`src/rtl/cabac_stream_pkg.sv`:
```
// rtl/cabac_stream_pkg.sv - shared constants, fetch-state enum and length clamp for the CABAC bit fetcher
package cabac_stream_pkg;

  localparam int BUF_W_DEF  = 32;
  localparam int MAX_RD_DEF = 16;
  localparam int BYTE_W     = 8;
  localparam int EOS_BIT    = 8;
  localparam int FILL_W     = 6;
  localparam int LEN_W      = 5;

  typedef enum logic [1:0] {
    ST_IDLE,
    ST_REQ,
    ST_WAIT,
    ST_DONE
  } fetch_state_e;

  // Oversized read lengths are treated as the largest legal read.
  function automatic logic [LEN_W-1:0] clamp_len(input logic [LEN_W-1:0] len, input int max_rd);
    logic [LEN_W-1:0] res;
    res = len;
    if (int'(len) > max_rd) res = LEN_W'(max_rd);
    return res;
  endfunction

endpackage

```
`src/rtl/cabac_bit_window.sv`:
```
// rtl/cabac_bit_window.sv - MSB-first bit window with fill counter, extract/shift/append datapath
module cabac_bit_window
  import cabac_stream_pkg::*;
#(
  parameter int BUF_W  = BUF_W_DEF,
  parameter int MAX_RD = MAX_RD_DEF
) (
  input  logic              clk_i,
  input  logic              rst_i,
  input  logic              rd_en_i,
  input  logic [LEN_W-1:0]  rd_len_i,
  input  logic              app_en_i,
  input  logic [BYTE_W-1:0] app_byte_i,
  output logic [FILL_W-1:0] fill_o,
  output logic [MAX_RD-1:0] rd_bits_o,
  output logic              short_o
);

  localparam int SH_W = FILL_W + 1;

  // Valid bits occupy the top fill_q positions; everything below is kept zero,
  // so a short read at end of stream naturally returns zero padding.
  logic [BUF_W-1:0]  win_q, win_d;
  logic [FILL_W-1:0] fill_q, fill_d;
  logic [FILL_W-1:0] len_fill;
  logic [SH_W-1:0]   extract_sh;
  logic [BUF_W-1:0]  top_bits;
  logic [BUF_W-1:0]  app_word;

  assign len_fill   = FILL_W'(rd_len_i);
  assign extract_sh = SH_W'(BUF_W) - SH_W'(rd_len_i);
  assign top_bits   = win_q >> extract_sh;
  assign rd_bits_o  = top_bits[MAX_RD-1:0];
  assign short_o    = fill_q < len_fill;
  assign app_word   = {app_byte_i, {(BUF_W-BYTE_W){1'b0}}};
  assign fill_o     = fill_q;

  // Read consumes from the pre-append window; the byte lands directly below what remains.
  always_comb begin
    win_d  = win_q;
    fill_d = fill_q;
    if (rd_en_i) begin
      win_d  = win_q << rd_len_i;
      fill_d = short_o ? '0 : (fill_q - len_fill);
    end
    if (app_en_i) begin
      win_d  = win_d | (app_word >> fill_d);
      fill_d = fill_d + FILL_W'(BYTE_W);
    end
  end

  // Window and fill registers.
  always_ff @(posedge clk_i or posedge rst_i) begin
    if (rst_i) begin
      win_q  <= '0;
      fill_q <= '0;
    end else begin
      win_q  <= win_d;
      fill_q <= fill_d;
    end
  end

endmodule

```
`src/rtl/cabac_bit_fetcher.sv`:
```
// rtl/cabac_bit_fetcher.sv - byte-to-bit adapter between stream reader and arithmetic decoder
module cabac_bit_fetcher
  import cabac_stream_pkg::*;
#(
  parameter int BUF_W     = BUF_W_DEF,
  parameter int MAX_RD    = MAX_RD_DEF,
  parameter int FETCH_LAT = 2,
  parameter int REFILL_TH = 24
) (
  input  logic              clk_i,
  input  logic              rst_i,
  output logic              src_req_o,
  input  logic [8:0]        src_data_i,
  input  logic              src_ready_i,
  input  logic              rd_req_i,
  input  logic [4:0]        rd_len_i,
  output logic              rd_ready_o,
  output logic              rd_valid_o,
  output logic [MAX_RD-1:0] rd_bits_o,
  output logic [5:0]        fill_level_o,
  output logic              eos_o,
  output logic              underflow_o
);

  localparam int CNT_W = 4;

  fetch_state_e      state_q, state_d;
  logic [CNT_W-1:0]  cnt_q, cnt_d;
  logic              eos_q, eos_d;
  logic              underflow_q, underflow_d;
  logic              rd_valid_q, rd_valid_d;
  logic [MAX_RD-1:0] rd_bits_q, rd_bits_d;

  logic [LEN_W-1:0]  len_c;
  logic [FILL_W-1:0] fill;
  logic [MAX_RD-1:0] win_bits;
  logic              win_short;
  logic              accept;
  logic              sample_now;
  logic              byte_ok;
  logic              app_en;

  assign len_c      = clamp_len(rd_len_i, MAX_RD);
  assign rd_ready_o = !rst_i && ((fill >= FILL_W'(len_c)) || eos_q);
  assign accept     = rd_req_i && rd_ready_o;
  assign sample_now = (state_q == ST_WAIT) && (cnt_q == CNT_W'(FETCH_LAT));
  assign byte_ok    = src_ready_i && !src_data_i[EOS_BIT];
  assign app_en     = sample_now && byte_ok;

  cabac_bit_window #(
    .BUF_W  (BUF_W),
    .MAX_RD (MAX_RD)
  ) u_window (
    .clk_i      (clk_i),
    .rst_i      (rst_i),
    .rd_en_i    (accept),
    .rd_len_i   (len_c),
    .app_en_i   (app_en),
    .app_byte_i (src_data_i[BYTE_W-1:0]),
    .fill_o     (fill),
    .rd_bits_o  (win_bits),
    .short_o    (win_short)
  );

  // Fetch FSM: one outstanding byte; inputs only looked at on the final WAIT cycle.
  always_comb begin
    state_d   = state_q;
    cnt_d     = cnt_q;
    eos_d     = eos_q;
    src_req_o = 1'b0;
    case (state_q)
      ST_IDLE: begin
        if (fill <= FILL_W'(REFILL_TH) && !eos_q) state_d = ST_REQ;
      end
      ST_REQ: begin
        src_req_o = 1'b1;
        cnt_d     = CNT_W'(1);
        state_d   = ST_WAIT;
      end
      ST_WAIT: begin
        if (sample_now) begin
          if (byte_ok) begin
            state_d = ST_IDLE;
          end else begin
            eos_d   = 1'b1;
            state_d = ST_DONE;
          end
        end else begin
          cnt_d = cnt_q + CNT_W'(1);
        end
      end
      ST_DONE: state_d = ST_DONE;
      default: state_d = ST_IDLE;
    endcase
  end

  // Read response: one-cycle valid pulse, bits held until the next accept.
  always_comb begin
    rd_valid_d  = accept;
    rd_bits_d   = accept ? win_bits : rd_bits_q;
    underflow_d = underflow_q | (accept && win_short);
  end

  // State and response registers.
  always_ff @(posedge clk_i or posedge rst_i) begin
    if (rst_i) begin
      state_q     <= ST_IDLE;
      cnt_q       <= '0;
      eos_q       <= 1'b0;
      underflow_q <= 1'b0;
      rd_valid_q  <= 1'b0;
      rd_bits_q   <= '0;
    end else begin
      state_q     <= state_d;
      cnt_q       <= cnt_d;
      eos_q       <= eos_d;
      underflow_q <= underflow_d;
      rd_valid_q  <= rd_valid_d;
      rd_bits_q   <= rd_bits_d;
    end
  end

  assign rd_valid_o   = rd_valid_q;
  assign rd_bits_o    = rd_bits_q;
  assign fill_level_o = fill;
  assign eos_o        = eos_q;
  assign underflow_o  = underflow_q;

endmodule

```
`config.mk`:
```
export PLATFORM = sky130hd
export DESIGN_NAME = cabac_bit_fetcher
export DESIGN_NICKNAME = d
export VERILOG_FILES = /design/src/rtl/cabac_stream_pkg.sv /design/src/rtl/cabac_bit_window.sv /design/src/rtl/cabac_bit_fetcher.sv
export SDC_FILE = /design/constraint.sdc
export NUM_CORES = 1
export LEC_CHECK = 0
export BUFFER_PORTS_ARGS = -buffer_cell sky130_fd_sc_hd__buf_2
export CORE_ASPECT_RATIO = 2
export CORE_MARGIN = 2
export CORE_UTILIZATION = 40
export CTS_BUF_LIST = sky130_fd_sc_hd__clkbuf_4 sky130_fd_sc_hd__clkbuf_8 sky130_fd_sc_hd__clkbuf_16
export DETAILED_ROUTE_END_ITERATION = 8
export MAX_ROUTING_LAYER = met4
export PLACE_DENSITY_LB_ADDON = 0.25
export SLEW_MARGIN = 10
export SYNTH_ARGS = -nofsm -noshare
export SYNTH_HDL_FRONTEND = slang
export SYNTH_SLANG_ARGS = --single-unit
```
`constraint.sdc`:
```
create_clock -name clk_i -period 5.83 [get_ports clk_i]
set_clock_uncertainty 0.1 [all_clocks]
set_input_delay 0.2915 -clock clk_i [delete_from_list [all_inputs] [get_ports clk_i]]
set_output_delay 0.2915 -clock clk_i [all_outputs]
set_load 0.02 [all_outputs]
```
; Yosys cells after proc, flatten, opt, wreduce, memory -nomap -nowiden
; Index checks and enable logic that the tools add are counted.
[classes]
add_sub_neg = 4
order_cmp = 4
eq_ne = 7
shift = 3
n_mux = 13
bitwise = 3
reduce_logical = 16
[ops]
columns = cell, n
row1 = $mux W32, 2
row2 = $or A32 B32 Y32, 1
row3 = $shl A32 B5 Y32, 1
row4 = $shr A32 B6 Y32, 1
row5 = $shr A32 B7 Y16, 1
row6 = $mux W6, 3
row7 = $pmux W2 S4, 1
row8 = $pmux W4 S2, 1
row9 = $logic_and A1 B1 Y1, 7
row10 = $sub A6 B5 Y7 const A, 1
row11 = $add A6 B4 Y6 const B, 1
row12 = $ge A6 B5 Y1, 1
row13 = $le A6 B5 Y1 const B, 1
row14 = $lt A6 B5 Y1, 1
row15 = $mux W2, 3
row16 = $ne A2 B2 Y1 const B, 3
row17 = $sub A6 B5 Y6, 1
row18 = $gt A5 B5 Y1 const B, 1
row19 = $mux W5, 1
row20 = $add A4 B1 Y4 const B, 1
row21 = $eq A2 B2 Y1 const B, 2
row22 = $eq A4 B2 Y1 const B, 1
row23 = $mux W4, 1
row24 = $reduce_and A2 Y1, 2
row25 = 9 further kinds, 11
[word_totals]
reg_bits = 63
in_bits = 18
output_inout_bits = 27
elab_cells = 58

; Longest topological paths before layout
; Gate-level depths: netlist of run 1.
[depth]
word_depth = 10
depth_mapped = 16
mapped_depth_nobuf = 12

; By module
; A second synthesis of run 1 with hierarchy kept.
[unflattened]
hier_cells = 837
area_unflattened_um2 = 7402.1
[modules_own_cells]
columns = mod, n_inst, cells_each, area_per_inst_um2, seq_area_each_um2
row1 = cabac_bit_window, 1, 683, 5900.7, 950.9
row2 = cabac_bit_fetcher, 1, 154, 1501.4, 625.6

; Worst setup path after synthesis of run 1
; Ideal clock, no wire load.
[synth_timing]
kind = input to register
startpoint = input rd_len_i[0]
endpoint = register u_window.win_q[25]
setup_ns = 0.126
t_arrival_ns = 3.455
required_time_ns = 5.604
setup_slack_ns = 2.149
stages = 15
path_buffers = 4
path_cell_list = nor2b_1 -> buf_2 -> buf_2 -> clkbuf_1 -> ha_1 -> fa_1 -> a21bo_1 -> a311o_1 -> nor2_1 -> a211oi_2 -> buf_6 -> mux2i_1 -> o21a_2 -> o21ai_1 -> a221o_1
[synth_between]
elab_chain_cells = 10
[synth_lines]
columns = item, line
row1 = from (decl), cabac_bit_fetcher.sv:16  ; input logic [4:0] rd_len_i,
row2 = $gt A5 B5 Y1, cabac_stream_pkg.sv:22  ; if (int'(len) > max_rd) res = LEN_W'(max_rd);
row3 = $mux W5 (*), cabac_stream_pkg.sv:22
row4 = $ge A6 B5 Y1, cabac_bit_fetcher.sv:44  ; assign rd_ready_o = !rst_i && ((fill >= FILL_W'(len_c)) || eos_q);
row5 = $logic_or A1 B1 Y1, cabac_bit_fetcher.sv:44
row6 = $logic_and A1 B1 Y1, cabac_bit_fetcher.sv:44
row7 = $logic_and A1 B1 Y1, cabac_bit_fetcher.sv:45  ; assign accept = rd_req_i && rd_ready_o;
row8 = $mux W6, cabac_bit_window.sv:42  ; if (rd_en_i) begin
row9 = $shr A32 B6 Y32, cabac_bit_window.sv:47  ; win_d = win_d | (app_word >> fill_d);
row10 = $or A32 B32 Y32, cabac_bit_window.sv:47
row11 = $mux W32 (*), cabac_bit_window.sv:46  ; if (app_en_i) begin
row12 = net u_window.win_d[25], cabac_bit_window.sv:23  ; logic [BUF_W-1:0] win_q, win_d;
row13 = to (signal assigned), cabac_bit_window.sv:58  ; win_q <= win_d;
row14 = to (decl), cabac_bit_window.sv:23
; The timed path passes the listed nets; every way through them passes the cells marked *.
; A chain may end at the register's enable or synchronous reset.

; Worst setup path after layout of run 1
[layout_timing]
startpoint = input rd_len_i[4]
endpoint = register u_window.win_q[21]
; Same word-level chain as after synthesis.

==> impl_results.md, run 1 <==
* CTS Hold Bufs at 0
* Routed WL per cell at 26.0 microns
* R2R Setup Slk at 1.90 ns
* Highest Clock Rate at 0.244 GHz
* Pleak at 3.13 nW
* Slew at the pin closest to its max-slew limit at 1.11 ns
* Clock buffer depth at 2
* Rows at 64
* Synth top area share at 25.1%
* # Post-CTS Setup Buffers at 0
* H-tree Lvls at 3
* Final nets at 774
* Setup TNS at 0 ns
* Worst path depth at 12
* Core area at 15,400 sq um
* Tmin final at 4.10 ns
* Number of clock sinks at 63
* Total Die Area at 16,800 sq um
* Status: completed
* Peak supply drop at 0.251 mV
* Reg2reg start: u_window.fill_o[0]$_DFF_PP0_
* Synth warnings at 0
* Worst-path clk slew at 0.06 ns
* Die H at 181 microns
* Initial DRC count at 525
* PD cells at 363 nW/um^2
* Crit path buffers/inverters at 2
* Worst path cell trace: buf_2 > nor2b_1 > fa_1 > nor2b_1 > a21oi_1 > nand2_1 > a32oi_2 > inv_2 > a21oi_1 > a211oi_1 > a21oi_1 > o221ai_1
* WL final at 24,700 microns
* Slowest cell on crit path: nor2b_1
* # diodes at 0
* Util after Layout at 45.0%
* Port Buf Inserts at 44
* Hold Vio Cnt, Final at 0
* Mapped Area at 6290 sq um
* Sequential share of the synthesized area at 25.1%
* RSZ-0062 raised after global routing: no
* Worst path top cell family by delay: compound AO/OA/AOI/OAI gates
* Synthesized Nets at 765
* Yosys reg bits at 63
* Drt first pass iters at 5
* Number of global-route vias before repair at 6,370
* CTS tree: yes
* Reg2reg end: u_window.win_q[25]$_DFF_PP0_
* Gr ovfl total at 0
* Worst Reg2Reg Path Length in Cells at 12
* Max-slew violations at 0
* DR vias/cell at 6.61
* Crit end category: register
* Initial antenna violation count at 0
* Pin count of the biggest net entering global routing at 64
* CP endpoint: u_window.win_q[21]$_DFF_PP0_
* WP data arrival at 4.20 ns
* WP data required at 5.92 ns
* Remaining antenna violation count at 0
* First-pass GRT wire length at 37,400 microns
* Post-Synthesis Cells at 737
* Crit-path most repeated cell: a21oi_1
* Post-Syn Area per Cell at 8.53 sq um
* Slew headroom at 25.3%
* Layout cell share with drive strength beyond 1 at 15.3%
* Root buf cell: clkbuf_16
* Crit path from: rd_len_i[4]
* CTS buffer count at 9
* Initial Utilization at 40.9%
* Clk Latency, worst-skew pair at 0.34 ns
* Post-synthesis async set-or-reset flop share at 100%
* Vias post-DR at 6,266
* DRC Markers at 0
* Die W at 92.7 microns
* Netlist cell types at 71
* Crit share post-route at 70.4%
* Area growth from synthesis to layout at 9.93%
* CP Launch Type: primary input
* CP peak stage delay at 0.80 ns
* Final setup vio count at 0
* Min-delay worst type: in -> async
* I/O Pins at 45
* Synth Flop Type: dfrtp_1
* GRT Total Usage at 30.8%
* WS Path Type: in -> reg
* DP HPWL at 18,900 microns
* Max-Cap Viols at 0
* Gpl congestion at 1.07
* Post_cts resized at 0
* Maximum fanout along the worst path at 32
* EDFF count, synth at 0
* Top post-synthesis cells by area: dfrtp_1 25%, mux2i_1 22%, nand2_1 5.3%
* Area leader, netlist: dfrtp_1
-- layer usage --
metal / vias up / global-route usage (%) / share of wire, %
met5: - / - / 0
met4: 0 / 25.9 / 11
met3: 120 / 5.50 / 5.0
met2: 281 / 54.5 / 53
met1: 3064 / 27.6 / 32
li1: 2801 / - / -
-- cells in the final DEF, fill, tap and decap left out, types with 6 or more instances in the layout --
master,instances
nand2_1,88
o22ai_1,8
buf_2,44
and2_1,7
clkbuf_16,9
and3_1,14
nor2b_1,10
a31oi_1,11
mux2i_1,138
inv_2,8
a21oi_1,46
a211oi_1,35
o211ai_1,7
nand3_1,18
o21ai_0,34
inv_1,13
o221ai_1,16
dfrtp_1,63
nor2_1,39
a22oi_1,6
ha_1,9
mux4_2,11
buf_4,11
nor3_1,11
-- registers in the layout (all words and copies together) (netlist names) --
name	cells
u_window.fill_o	6
underflow_o	1
u_window.win_q	32
eos_o	1
rd_bits_o	16
cnt_q	4
rd_valid_o	1
state_q	2
-- worst min path at each step --
stage	cells after the start	slack, ns	startpoint	endpoint
final	3	0.11	rst_i	u_window.fill_o[4]$_DFF_PP0_
after global routing	3	0.23	src_ready_i	state_q[1]$_DFFE_PP0P_
after CTS	3	0.18	rst_i	u_window.fill_o[4]$_DFF_PP0_
after detailed placement	2	0.37	rd_bits_o[0]$_DFFE_PP0N_	rd_bits_o[0]$_DFFE_PP0N_
after global placement	2	0.36	rd_bits_o[13]$_DFFE_PP0N_	rd_bits_o[13]$_DFFE_PP0N_
after floorplan	2	0.40	src_ready_i	state_q[1]$_DFFE_PP0P_
-- logic make-up (layout without fill, tap and decap cells) --
family	Yosys count	count (layout)	synth area share (%)
AO/OA/AOI/OAI	219	219	24.7
AND/OR/NAND/NOR	204	204	14.8
multiplexers	154	154	26.8
buffers and inverters	79	92	5.23
flip-flops	63	63	25.1
adder cells (fa/ha/maj)	10	10	2.11
XOR/XNOR	8	8	1.23
-- metrics by stage --
step | power, mW | cells | hold WS (ns) | instance area (sq um) | setup WS [ns]
after CTS | 2.48 | 948 | 0.181 | 6910 | 1.80
after detailed placement | 1.93 | 933 | 0.368 | 6610 | 1.45
after global placement | 1.91 | 933 | 0.358 | 6610 | 1.52
after floorplan | 1.53 | 737 | 0.398 | 6290 | 2.15
after global routing | 2.64 | 948 | 0.231 | 6910 | 1.51
final | 2.51 | 948 | 0.112 | 6910 | 1.73
-- synthesized netlist by cell type, drive strengths merged (5+ instances only) --
cell and count:
o22ai 8, a22oi 7, o211ai 7, buf 28, and2 8, a22o 5
a211oi 37, and3 14, inv 21, nand2 88, ha 9, nand3 18
a31oi 11, o21ai 41, mux4 11, mux2i 139, o221ai 16, clkbuf 29
nor2 39, a21oi 46, nor3 11, nor2b 11, a221oi 6, xnor2 6
dfrtp 63
-- worst min-delay path, cell delays in order --
cell and delay [ns]:
buf_2 0.13, inv_2 0.05, buf_4 0.60
-- final cells by class --
cell class                 count  area [sq um]
multi-input combinational    595          4400
fill                        1567          8460
clock inverter                 3          43.8
sequential                    63          1580
inverter                      22          82.6
timing repair buffer          55           303
tap                          198           248
clock buffer                  12           254
-- power by group --
part	internal (mW)	switching (mW)
logic	0.456	0.815
clock network	0.350	0.198
registers	0.526	0.162
Note: power is estimated with default switching activity, not from simulation.
==> inputs of run 2 (changes only) <==
--- a/config.mk
+++ b/config.mk
@@ -5,6 +5,7 @@
 export SDC_FILE = /design/constraint.sdc
 export NUM_CORES = 1
 export LEC_CHECK = 0
+export ABC_AREA = 1
 export BUFFER_PORTS_ARGS = -buffer_cell sky130_fd_sc_hd__buf_2
 export CORE_ASPECT_RATIO = 2
 export CORE_MARGIN = 2
==> constraint.sdc (replaced) <==
create_clock -name clk_i -period 3.5 [get_ports clk_i]
set_clock_uncertainty 0.1 [all_clocks]
set_input_delay 0.175 -clock clk_i [delete_from_list [all_inputs] [get_ports clk_i]]
set_output_delay 0.175 -clock clk_i [all_outputs]
set_load 0.02 [all_outputs]
==> impl_results.md, run 2 <==
* Sequential share of the synthesized area at 24.5%
* # diodes at 0
* Commonest cells post-synth: 377 x nand2_1, 160 x o21ai_0, 104 x nand3_1
* WHS Endpoint: state_q[1]$_DFFE_PP0P_
* Initial Utilization at 40.8%
* Area leader, netlist: dfrtp_1
* Placed cells at 1,308
* Pleak at 3.65 nW
* R2R Setup Slk at 0.24 ns
* Rows at 65
* Highest Clock Rate at 0.307 GHz
* Clock Power Share at 24.2%
* First-pass GRT wire length at 38,600 microns
* WP data required at 3.67 ns
* Crit share post-route at 93.1%
* Post-Syn Area per Cell at 5.96 sq um
* Final nets at 1,147
* Register name with the most flops: u_window.win_q
* Fillers at 1,789
* Peak supply drop at 0.385 mV
* EDFF count, synth at 0
* Top post-synthesis cells by area: dfrtp_1 24%, nand2_1 22%, o21ai_0 12%
* Gr ovfl total at 0
* Max-Cap Viols at 0
* Status: completed
* Worst Reg2Reg Path Length in Cells at 19
* Number of global-route vias before repair at 7,524
* Crit end category: register
* PD cells at 577 nW/um^2
* Reg2reg end: u_window.win_q[24]$_DFF_PP0_
* Most common cell after layout, fill and taps aside: nand2_1
* Logic gate share of total power at 52.6%
* I/O Pins at 45
* Vias post-DR at 7,427
* CTS tree: yes
* Remaining antenna violation count at 0
* Worst-path clk slew at 0.06 ns
* Setup TNS at 0 ns
* FF/Latch Area at 1580 sq um
* Tmin final at 3.26 ns
* Core area at 15,800 sq um
* Port Buf Inserts at 44
* Synth top area share at 24.5%
* Slew at the pin closest to its max-slew limit at 0.773 ns
* Hold WS at 0.0522 ns
* Die W at 93.7 microns
* Non-filler cells in the finished layout at 1,325
* Max-slew violations at 0
* Area of the multi-input gates at 4180 sq um
* Max FFs per register at 32
* Final setup vio count at 0
* Hold-critical path depth at 5
* DR vias/cell at 5.61
* Initial DRC count at 448
* Post-synthesis async set-or-reset flop share at 100%
* CTS buffer count at 9
* WP data arrival at 3.43 ns
* Die H at 183 microns
* Total Die Area at 17,200 sq um
* Commonest non-fill, non-tap cells in the layout: 377 x nand2_1, 160 x o21ai_0, 104 x nand3_1
* Hold Vio Cnt, Final at 0
* Count leader, synth: nand2_1
* Netlist cell types at 45
* Synth warnings at 0
* Post-Synthesis Cells at 1,081
* Maximum fanout along the worst path at 8
* Root buf cell: clkbuf_16
* Register share of total power at 23.3%
* # Post-CTS Setup Buffers at 0
* DRC Markers at 0
* WL final at 24,500 microns
* Drt first pass iters at 5
* Layout cell share with drive strength beyond 1 at 13.2%
* RSZ-0062 raised after global routing: no
* DP HPWL at 20,500 microns
* Sw Share at 48.5%
* Clk Latency, worst-skew pair at 0.34 ns
* Routed WL per cell at 18.5 microns
* Min-delay worst type: in -> reg
* Pint at 2.16 mW
* Yosys reg bits at 63
* GRT Total Usage at 30.3%
* Reg2reg start: u_window.fill_o[0]$_DFF_PP0_
* Area growth from synthesis to layout at 12.7%
* Switching power total at 2.03 mW
* Clock buffer depth at 2
* CP Launch Type: register
* Gpl congestion at 1.03
* Number of clock sinks at 63
* Hold_sp: src_data_i[8]
* Synth Flop Type: dfrtp_1
* Slew headroom at 47.9%
* Initial antenna violation count at 0
* WS Path Type: reg -> reg
* H-tree Lvls at 3
* Pin count of the biggest net entering global routing at 43
* Synthesized Nets at 1,109
* Mapped Area at 6440 sq um
==> run 2: worst max-delay path, stage by stage, from the launching register on <==
cell and delay (ns):
dfrtp_1 0.34, inv_1 0.08, ha_1 0.23, fa_1 0.42, inv_1 0.10, nand3_1 0.07, nor2_1 0.12, nor2_2 0.08
nand2_2 0.08, nand3_2 0.19, buf_12 0.22, nand2_1 0.18, nand2_1 0.13, nand2_1 0.10, nand3_1 0.07, nand2_1 0.18
nand2_1 0.10, nand2_2 0.12, nand3_1 0.13, nand2_1 0.13
==> run 2: cells by family (layout without fill, tap and decap cells) <==
family          after synthesis  count (layout)  synth area share, %
mux                           4               4                0.622
fa+ha+maj                    10              10                 2.06
simple gates                577             577                 38.2
xor+xnor                      5               5                0.680
compound gates              263             263                 23.3
buf+inv                     159             202                 10.7
flops                        63              63                 24.5
==> run 2: through the flow <==
| step | cell area, sq um | utilization [%] | setup WS [ns] | power, mW |
|---|---|---|---|---|
| 5_1_grt | 7260 | 46.0 | 0.00272 | 4.49 |
| 3_3_place_gp | 6920 | 43.8 | 0.229 | 3.16 |
| 3_5_place_dp | 6920 | 43.8 | 0.221 | 3.15 |
| 2_1_floorplan | 6440 | - | 0.359 | 2.50 |
| 4_1_cts | 7260 | 46.0 | 0.249 | 4.18 |
| 6_report | 7260 | 46.0 | 0.241 | 4.19 |
==> run 2: timing repair <==
action / 4_1_cts / 5_1_grt
hold buffers: 1 / 0
setup endpoints to repair: 0 / 0
resized for setup: 0 / 0
hold endpoints to repair: 21 / 0
==> run 2: power by group through the flow <==
stage,Clock [mW],Sequential (mW),Combinational [mW]
after floorplan,0,1.03,1.47
after global placement,0,0.981,2.18
after detailed placement,0,0.981,2.17
after CTS,1.03,0.969,2.18
after global routing,1.06,0.985,2.45
final,1.01,0.974,2.20
==> run 2: final cells by class <==
| cell class | count | area share (%) |
|---|---|---|
| Clock buffer | 9 | 3.10 |
| Clock inverter | 7 | 1.43 |
| Inverter | 101 | 5.26 |
| Multi-Input combinational cell | 859 | 57.5 |
| Sequential cell | 63 | 21.7 |
| Tap cell | 201 | 3.47 |
| Timing Repair Buffer | 85 | 7.48 |
==> run 2: worst max path at each step <==
stage                                            start                      endpoint  slack, ns  cells past startpoint
after detailed placement                   rd_len_i[0]  u_window.win_q[24]$_DFF_PP0_       0.22                     21
after global routing      u_window.fill_o[0]$_DFF_PP0_  u_window.win_q[24]$_DFF_PP0_      0.003                     19
after global placement                     rd_len_i[0]  u_window.win_q[24]$_DFF_PP0_       0.23                     23
final                     u_window.fill_o[0]$_DFF_PP0_  u_window.win_q[24]$_DFF_PP0_       0.24                     19
after CTS                 u_window.fill_o[0]$_DFF_PP0_  u_window.win_q[24]$_DFF_PP0_       0.25                     19
after floorplan                            rd_len_i[3]  u_window.fill_o[4]$_DFF_PP0_       0.36                     21
==> run 2: per-layer routing <==
metal / vias up / routed length [microns] / track usage [%]
met5: - / 0 / -
li1: 3674 / - / -
met2: 255 / 13300 / 57.3
met1: 3345 / 7770 / 24.8
met4: 0 / 2590 / 25.2
met3: 153 / 833 / 3.73
==> inputs of run 3 (changes only) <==
--- a/config.mk
+++ b/config.mk
@@ -9,8 +9,9 @@
 export BUFFER_PORTS_ARGS = -buffer_cell sky130_fd_sc_hd__buf_2
 export CORE_ASPECT_RATIO = 2
 export CORE_MARGIN = 2
-export CORE_UTILIZATION = 40
+export CORE_UTILIZATION = 56
 export CTS_BUF_LIST = sky130_fd_sc_hd__clkbuf_4 sky130_fd_sc_hd__clkbuf_8 sky130_fd_sc_hd__clkbuf_16
+export CTS_CLUSTER_SIZE = 25
 export DETAILED_ROUTE_END_ITERATION = 8
 export MAX_ROUTING_LAYER = met4
 export PLACE_DENSITY_LB_ADDON = 0.25
==> impl_results.md, run 3 (same netlist as run 2, synthesis figures left out) <==
* Status: completed
* DRC Markers at 0
* Slowest cell on crit path: dfrtp_1
* Die W at 79.8 microns
* Vias post-DR at 7,392
* Total Die Area at 12,400 sq um
* Clock buffer depth at 2
* Gr ovfl total at 0
* Pin count of the biggest net entering global routing at 38
* Register name with the most flops: u_window.win_q
* CP Launch Type: register
* Final setup vio count at 0
* Final nets at 1,142
* Util after Layout at 63.2%
* Die H at 156 microns
* Port Buf Inserts at 44
* DR vias/cell at 5.87
* Slew at the pin closest to its max-slew limit at 0.848 ns
* GRT Total Usage at 41.5%
* Crit-path most repeated cell: nand2_1
* Crit end category: register
* WL final at 24,100 microns
* Max FFs per register at 32
* Rows at 55
* # Post-CTS Setup Buffers at 0
* CTS tree: yes
* Commonest non-fill, non-tap cells in the layout: 376 x nand2_1, 160 x o21ai_0, 104 x nand3_1
* Root buf cell: clkbuf_16
* RSZ-0062 raised after global routing: no
* Tmin final at 3.26 ns
* Area growth from synthesis to layout at 10.7%
* Gpl congestion at 1.08
* Remaining antenna violation count at 0
* Worst-path clk slew at 0.06 ns
* Core area at 11,300 sq um
* Pleak at 3.61 nW
* Slew headroom at 42.8%
* First-pass GRT wire length at 37,800 microns
* H-tree Lvls at 3
* Maximum fanout along the worst path at 23
* Most common cell after layout, fill and taps aside: nand2_1
* CP peak stage delay at 0.42 ns
* Post-route setup slack at 0.241 ns
* CTS buffer count at 9
* Number of global-route vias before repair at 7,513
* Max-Cap Viols at 0
* Non-filler cells in the finished layout at 1,259
* Fin area at 7130 sq um
* Initial Utilization at 57.1%
* Setup TNS at 0 ns
* Number of clock sinks at 63
* Setup WS pre-CTS at 0.238 ns
* Peak supply drop at 0.496 mV
* WS Path Type: reg -> reg
* Clk Latency, worst-skew pair at 0.34 ns
* Dpl cell area at 6790 sq um
* WP data required at 3.62 ns
* # diodes at 0
* Drt first pass iters at 5
* Initial DRC count at 482
* Highest Clock Rate at 0.307 GHz
* Worst path cell trace: inv_1 > ha_1 > fa_1 > inv_1 > nand3_1 > nor2_1 > nor2_2 > nand2_2 > nand3_2 > buf_4 > nand2_1 > o21ai_4 > inv_4 > nand3_1 > nand3_1 > nand2_1 > nand2_1 > nand2_1
* I/O Pins at 45
* Hold WS at 0.0578 ns
* R2R Setup Slk at 0.24 ns
* Initial antenna violation count at 0
* Crit share post-route at 93.1%
* WP data arrival at 3.38 ns
* DP HPWL at 19,600 microns
* Hold Vio Cnt, Final at 0
* Total design power at 4.17 mW
* Max-slew violations at 0
* Routed WL per cell at 19.2 microns
* PD cells at 585 nW/um^2
* Layout cell share with drive strength beyond 1 at 12.9%
* Placed cells at 1,244
* Min-delay worst type: in -> reg
==> run 3: changes by cell type in the layout (fill, tap and decap cells not counted) <==
| cell | delta |
|---|---|
| buf_12 | -1 |
| buf_4 | -4 |
| nand2_1 | -1 |
| nand2_2 | +1 |
| nor2_1 | -1 |
| clkbuf_8 | +2 |
| inv_2 | +1 |
| inv_1 | -1 |
| clkinvlp_4 | +1 |
| inv_6 | -3 |
| nor2_2 | +1 |
| clkinv_4 | -2 |
==> run 3: final cells by class <==
cell class | count | area [sq um]
repair buffers | 80 | 493
multi-input cells | 859 | 4180
well taps | 142 | 178
clock buffers | 11 | 253
inverters | 101 | 382
flip-flops and latches | 63 | 1580
clock inverters | 3 | 67.6
fillers | 1162 | 4160
==> run 3: critical path: cells and delay by family, from the launching register on <==
family	cells	cell delay, ns
simple gates	11	1.19
buf+inv	4	0.65
flops	1	0.42
fa+ha+maj	2	0.66
compound gates	1	0.12
==> run 3: worst paths after layout <==
| kind | startpoint | end | cells past startpoint |
|---|---|---|---|
| max | u_window.fill_o[0]$_DFF_PP0_ | u_window.win_q[10]$_DFF_PP0_ | 18 |
| min | src_data_i[8] | state_q[1]$_DFFE_PP0P_ | 5 |
| max reg2reg | u_window.fill_o[0]$_DFF_PP0_ | u_window.win_q[10]$_DFF_PP0_ | 18 |
| min reg2reg | rd_bits_o[11]$_DFFE_PP0N_ | rd_bits_o[11]$_DFFE_PP0N_ | 2 |
| max in group asynchronous | rst_i | rd_valid_o$_DFF_PP0_ | 4 |
| min in group asynchronous | rst_i | cnt_q[3]$_DFFE_PP0P_ | 3 |
==> run 3: report_power, final <==
part	switching [mW]	internal, mW	leakage, nW	total [mW]
combinational	1.53	0.668	2.66	2.20
clock	0.338	0.654	0.154	0.993
sequential	0.129	0.851	0.794	0.980
==> run 3: timing repair <==
item / CTS / global route
resized for setup: 0 / 3
endpoints found under the hold margin: 16 / 0
hold buffers: 1 / 0
endpoints found under the setup margin: 0 / 8
==> run 3: routing by layer <==
| layer | vias to the layer above | part of all wire [%] | track usage (%) |
|---|---|---|---|
| li1 | 3648 | - | - |
| met1 | 3363 | 32 | 34.3 |
| met2 | 251 | 54 | 75.1 |
| met3 | 130 | 4.2 | 8.04 |
| met4 | 0 | 10 | 36.0 |
| met5 | - | 0 | - |
